--- src/rtl/rf_wb_queue.sv ---
// Register-file write-back FIFO with pending-write bypass; commit latency >= 1 cycle after accept.
// Backpressure: in_ready falls only when full (registered); an offer while not ready is dropped and sets sticky err.
module rf_wb_queue #(
  parameter int DEPTH  = 2,
  parameter int DATA_W = 16,
  parameter int REG_AW = 3
) (
  input  logic                     clk,
  input  logic                     rst,
  input  logic                     in_valid,
  output logic                     in_ready,
  input  logic [REG_AW-1:0]        in_regsel,
  input  logic [DATA_W-1:0]        in_data,
  input  logic                     wr_hold,
  output logic                     rf_write,
  output logic [REG_AW-1:0]        rf_writeregsel,
  output logic [DATA_W-1:0]        rf_writedata,
  input  logic [REG_AW-1:0]        rd1_sel,
  input  logic [REG_AW-1:0]        rd2_sel,
  output logic                     byp1_hit,
  output logic [DATA_W-1:0]        byp1_data,
  output logic                     byp2_hit,
  output logic [DATA_W-1:0]        byp2_data,
  output logic [$clog2(DEPTH):0]   count,
  output logic                     err
);

  localparam int PW = $clog2(DEPTH);
  localparam int CW = PW + 1;

  logic [REG_AW-1:0] r_sel [DEPTH];
  logic [DATA_W-1:0] r_dat [DEPTH];
  logic [PW-1:0]     r_head;
  logic [PW-1:0]     r_tail;
  logic [CW-1:0]     r_count;
  logic              r_err;

  logic              w_push;
  logic              w_pop;
  logic              w_nonempty;
  logic [PW-1:0]     w_idx;

  assign w_nonempty     = (r_count != '0);
  assign in_ready       = (r_count != CW'(DEPTH));
  assign rf_write       = w_nonempty & ~wr_hold;
  assign rf_writeregsel = w_nonempty ? r_sel[r_head] : '0;
  assign rf_writedata   = w_nonempty ? r_dat[r_head] : '0;
  assign count          = r_count;
  assign err            = r_err;

  assign w_push = in_valid & in_ready;
  assign w_pop  = rf_write;

  // Storage is never cleared: occupancy alone decides which slots are live.
  always_ff @(posedge clk) begin
    if (w_push) begin
      r_sel[r_tail] <= in_regsel;
      r_dat[r_tail] <= in_data;
    end
  end

  always_ff @(posedge clk or negedge rst) begin
    if (!rst) begin
      r_head  <= '0;
      r_tail  <= '0;
      r_count <= '0;
      r_err   <= 1'b0;
    end else begin
      if (w_push) r_tail <= r_tail + PW'(1);
      if (w_pop)  r_head <= r_head + PW'(1);
      case ({w_push, w_pop})
        2'b10:   r_count <= r_count + CW'(1);
        2'b01:   r_count <= r_count - CW'(1);
        default: r_count <= r_count;
      endcase
      if (in_valid && !in_ready) r_err <= 1'b1;
    end
  end

  // Walk oldest to youngest so a later match overrides: youngest pending write wins.
  always_comb begin
    byp1_hit  = 1'b0;
    byp1_data = '0;
    byp2_hit  = 1'b0;
    byp2_data = '0;
    w_idx     = r_head;
    for (int i = 0; i < DEPTH; i++) begin
      w_idx = r_head + PW'(i);
      if (CW'(i) < r_count) begin
        if (r_sel[w_idx] == rd1_sel) begin
          byp1_hit  = 1'b1;
          byp1_data = r_dat[w_idx];
        end
        if (r_sel[w_idx] == rd2_sel) begin
          byp2_hit  = 1'b1;
          byp2_data = r_dat[w_idx];
        end
      end
    end
  end

endmodule

--- config.mk ---
export PLATFORM = sky130hd
export DESIGN_NAME = rf_wb_queue
export DESIGN_NICKNAME = d
export VERILOG_FILES = /design/src/rtl/rf_wb_queue.sv
export SDC_FILE = /design/constraint.sdc
export NUM_CORES = 1
export LEC_CHECK = 0
export CORE_MARGIN = 8
export CORE_UTILIZATION = 45
export CTS_BUF_LIST = sky130_fd_sc_hd__clkbuf_4 sky130_fd_sc_hd__clkbuf_8
export DETAILED_ROUTE_END_ITERATION = 6
export DONT_BUFFER_PORTS = 1
export HOLD_SLACK_MARGIN = 0.12
export PLACE_DENSITY = 0.59
export SLEW_MARGIN = 40
export SYNTH_ARGS = -nofsm -noshare
export SYNTH_HDL_FRONTEND = slang
export SYNTH_SLANG_ARGS = --single-unit
--- constraint.sdc ---
create_clock -name clk -period 4.9 [get_ports clk]
set_clock_uncertainty 0.05 [all_clocks]
set_input_delay 1.225 -clock clk [delete_from_list [all_inputs] [get_ports clk]]
set_output_delay 1.225 -clock clk [all_outputs]
set_load 0.02 [all_outputs]
# Yosys cells after proc, flatten, opt, wreduce, memory -nomap -nowiden
# Memories as Yosys holds them, arrays and structs flattened.
# Cells that the tools add are included.
[classes] order_cmp=2 n_bitwise=3 eq_ne=7 addsub=4 n_reduce_logical=4 n_mux=21
[ops] operator="$mux W16" n=9
[ops] operator="$eq A3 B3 Y1" n=4
[ops] operator="$mux W1" n=10
[ops] operator="$lt A1 B2 Y1 const A" n=2
[ops] operator="$pmux W2 S2" n=1
[ops] operator="$reduce_bool A2 Y1" n=2
[ops] operator="$mux W3" n=1
[ops] operator="$add A1 B1 Y1 const B" n=2
[ops] operator="$add A2 B1 Y2 const B" n=1
[ops] operator="$and A1 B1 Y1" n=2
[ops] operator="$eq A2 B1 Y1 const B" n=1
[ops] operator="$eq A2 B2 Y1 const B" n=1
[ops] operator="$ne A2 B2 Y1 const B" n=1
[ops] operator="$sub A2 B1 Y2 const B" n=1
[ops] operator="$logic_and A1 B1 Y1" n=1
[ops] operator="$logic_not A1 Y1" n=1
[ops] operator="$not A1 Y1" n=1
[totals] ff_bits=5 ram_bits=38 word_cells=47 inputBits=29 n_memories=2
[memory_table] name="r_dat" depth=2 width=16 read_ports=2 rd_ports_with_merged_regs=0 write_ports=1 line_no="32" source="logic [DATA_W-1:0] r_dat [DEPTH];"
[memory_table] name="r_sel" depth=2 width=3 read_ports=2 rd_ports_with_merged_regs=0 write_ports=1 line_no="31" source="logic [REG_AW-1:0] r_sel [DEPTH];"

# Logic depth before layout (Yosys ltp)
# An unclocked memory read counts as a cell.
[logic_depth] depth_word=6 ltp_mapped=8 mapped_depth_nobuf=7

# Worst setup path before layout
# No wires, ideal clock.
[synth_path] kind="input to output" from="input rd1_sel[1]" to="output byp1_data[10]" required_ns=3.625 path_slack_ns=1.119 path_buffers=1 t_arrival_ns=2.506 path_stages=5 path_cell_list="xnor2_1 nor4_4 clkbuf_1 a21oi_1 a32oi_1"
[synth_between] elab_chain_len=5 word_cells_on_any_way=6 classes_between="2 x eq/ne; 4 x mux"
[synth_lines] element="start, declared" line_no="18" source="input logic [REG_AW-1:0] rd1_sel,"
[synth_lines] element="$eq A3 B3 Y1" line_no="90" source="if (r_sel[w_idx] == rd1_sel) begin"
[synth_lines] element="$mux W16" line_no="90"
[synth_lines] element="$mux W16" line_no="89" source="if (CW'(i) < r_count) begin"
[synth_lines] element="$mux W16" line_no="90"
[synth_lines] element="$mux W16 *" line_no="89"
[synth_lines] element="end, declared" line_no="21" source="output logic [DATA_W-1:0] byp1_data,"
# Every way passes the cells marked *; elsewhere a longest branch is shown, timed or not.

# Worst setup path after layout
[layout_path] from="input rd1_sel[1]" to="output byp1_data[6]"
# The elaborated chain is that of the path after synthesis.

==> flow_summary.json <==
{
  "outcome": "finished, final reports clean",
  "hold_viol": 0,
  "drt_pass1_iterations": 6,
  "yosys.area_share.simple_pct": 22.0,
  "nFillCells": 614,
  "numPortBuffers": 0,
  "die_w_um": 97.8,
  "synth_top_family_by_area": "simple AND/OR/NAND/NOR gates",
  "overflow": 0,
  "clockBufferDepth": 2,
  "wl_per_cell_um": 19.5,
  "routed_wl_um": 7960,
  "grt_first_pass_wirelength_um": 13000,
  "worstSetupPathType": "in2out",
  "timing.fmax_mhz": 235,
  "drtAntennaViolNets": 0,
  "place.detailed.hpwl_um": 5440,
  "nets": 362,
  "holdWs_ps": 503,
  "worstPathRequired_ps": 3620,
  "timing.setup.tns_ps": 0,
  "clock_sinks": 43,
  "finalCritPeriodShare_pct": 86.8,
  "synth_seq_area_share_pct": 42.1,
  "critPathMaxStageDelay_ps": 1050,
  "cts_tree": "yes",
  "ios": 87,
  "dp.cells": 399,
  "vias_per_cell": 6.14,
  "leakage_nw": 1.11,
  "path_cells": "xnor2_1 -> or4_2 -> nand3_1 -> a32oi_1 -> buf_4",
  "cts-root-buf": "clkbuf_8",
  "hold_buffers": 0,
  "hp-class": "reg2reg",
  "clkSlewWorstSetupHoldPaths_ps": 80,
  "synthMuxAreaShare_pct": 7.24,
  "track_usage_pct": 16.6,
  "worst_pin_slew_ps": 689,
  "clk_latency_ps": 280,
  "core_area_um2": 6420,
  "synthAdderAreaFrac_pct": 1.66,
  "h-tree-depth": 2,
  "ys_ff_latch": 43,
  "cts_buffers": 5,
  "post-cts-setup-buffers": 0,
  "place_congestion": 0.837,
  "drv_slew": 0,
  "syn_area_per_cell_um2": 9.55,
  "num_rows": 29,
  "n_antenna_cell": 0,
  "synth_warnings": 0,
  "cp_data_arrival_time_ps": 2980,
  "post_cts_resized": 0,
  "crit_path_end_kind": "output pin",
  "vias": 2498,
  "drc": 0,
  "path_max_fanout": 31,
  "maxSlewHeadroom_pct": 54.0,
  "power_density_nw_per_um2": 741,
  "final_util_pct": 51.5,
  "grt_pass1_vias": 2425,
  "fin_crit_ps": 4250,
  "synthesis.nets": 348,
  "setup_viol": 0,
  "die_y_um": 97.8,
  "rsz0062_at_grt": "false",
  "area_delta_synth_final_pct": 10.1,
  "finalNonFillerCells": 407,
  "syn_inst": 315,
  "ys_types": 29,
  "synth_xor_area_share_pct": 4.66,
  "drive_gt1_share_pct": 18.2,
  "antenna_found_initial": 0,
  "slowest_stage": "or4_2",
  "dieArea_um2": 9560,
  "syn_area_um2": 3010,
  "synth_compound_area_share_pct": 15.1,
  "drt_iter0_markers": 165,
  "start_util_pct": 46.8,
  "total_power_w": 0.00245,
  "drv_cap": 0,
  "grt_max_degree": 42,
  "critPathLaunchType": "input pin",
  "peakVddDrop_uv": 440
}
## final cells by class
| cell class | instances | area (um^2) | share of cell area (%) |
|---|---|---|---|
| Clock inverter | 3 | 38.8 | 1.17 |
| Clock buffer | 5 | 68.8 | 2.08 |
| Timing Repair Buffer | 39 | 293 | 8.84 |
| Multi-Input combinational cell | 237 | 1540 | 46.4 |
| Inverter | 3 | 11.3 | 0.340 |
| Sequential cell | 43 | 1270 | 38.3 |
| Tap cell | 77 | 96.3 | 2.91 |
## power by group
group	total [W]	internal, W	switching [W]	leakage [nW]
registers	0.000617	0.000508	0.000109	0.409
clock network	0.000269	0.000149	0.000120	0.0556
logic	0.00157	0.000547	0.00102	0.648
## cell usage in the layout (no fill, tap or decap), drive strengths merged, types with 3 or more instances in the layout
master / instances
nand2: 34
clkbuf: 5
o21ai: 3
inv: 3
ha: 4
a21oi: 30
nand3: 60
edfxtp: 38
a32oi: 30
nor4: 4
mux2i: 21
xnor2: 15
dfrtp: 5
buf: 39
nor2: 22
## logic make-up (layout without fill, tap and decap cells)
family,Yosys count,after routing
xor+xnor,16,16
flops,43,43
fa+ha+maj,4,4
buf+inv,35,50
simple gates,130,130
compound gates,66,66
mux,21,21
## flip-flops by register name, summed over array words and instances, names as in the netlist
register  count
r_dat        32
count         2
r_head        1
r_sel         6
err           1
r_tail        1
## worst max-delay path, delay by kind of cell
kind	cells	cell delay, ps
and+or+nand+nor	2	1270
xor gates and xnor gates	1	160
buffers and inverters	1	190
AOI/OAI and AO/OA	1	120
## through the flow
| stage | setup WS, ps | instance area, um^2 |
|---|---|---|
| floorplan | 1120 | 3010 |
| global placement | 606 | 3190 |
| detailed placement | 655 | 3200 |
| CTS | 641 | 3310 |
| global route | 510 | 3310 |
| finish | 648 | 3310 |
## synth_stat cells
master     n  share of area [%]
a21o_1     1               0.25
a21oi_1   30                5.0
a32oi_1   30                8.7
and2_1     2               0.42
and3_1     1               0.21
buf_1      1               0.12
buf_2      3               0.50
buf_4      4                1.0
buf_6      9                3.4
clkbuf_1  15                1.9
dfrtp_1    5                4.2
edfxtp_1  38                 38
ha_1       4                1.7
inv_1      3               0.37
mux2i_1   19                6.3
mux2i_2    2               0.92
nand2_1   34                4.2
nand2b_1   1               0.21
nand3_1   60                 10
nor2_1    22                2.7
nor2b_1    2               0.42
nor4_4     4                2.8
o211ai_1   1               0.25
o211ai_2   1               0.42
o21ai_0    3               0.50
or2_2      2               0.42
or4_1      2               0.50
xnor2_1   15                4.4
xor2_1     1               0.29
## path summary, 6_finish.rpt
check	start	to	slack [ps]	cells after the start
max	rd1_sel[1]	byp1_data[6]	650	5
max reg2reg	count[0]$_DFFE_PN0P_	count[1]$_DFFE_PN0P_	2330	7
min reg2reg	r_tail$_DFFE_PN0P_	r_tail$_DFFE_PN0P_	500	1
max in group asynchronous	rst	r_head$_DFFE_PN0N_	4150	0
min	r_tail$_DFFE_PN0P_	r_tail$_DFFE_PN0P_	500	1
min in group asynchronous	rst	count[0]$_DFFE_PN0P_	580	0
## layer usage
layer / GRT usage (%) / share of wire (%)
met2: 27.0 / 48
met1: 20.5 / 42
met4: 4.44 / 0.82
met3: 5.46 / 8.2
met5: 0 / 0
Power figures use the tool's default switching activity.
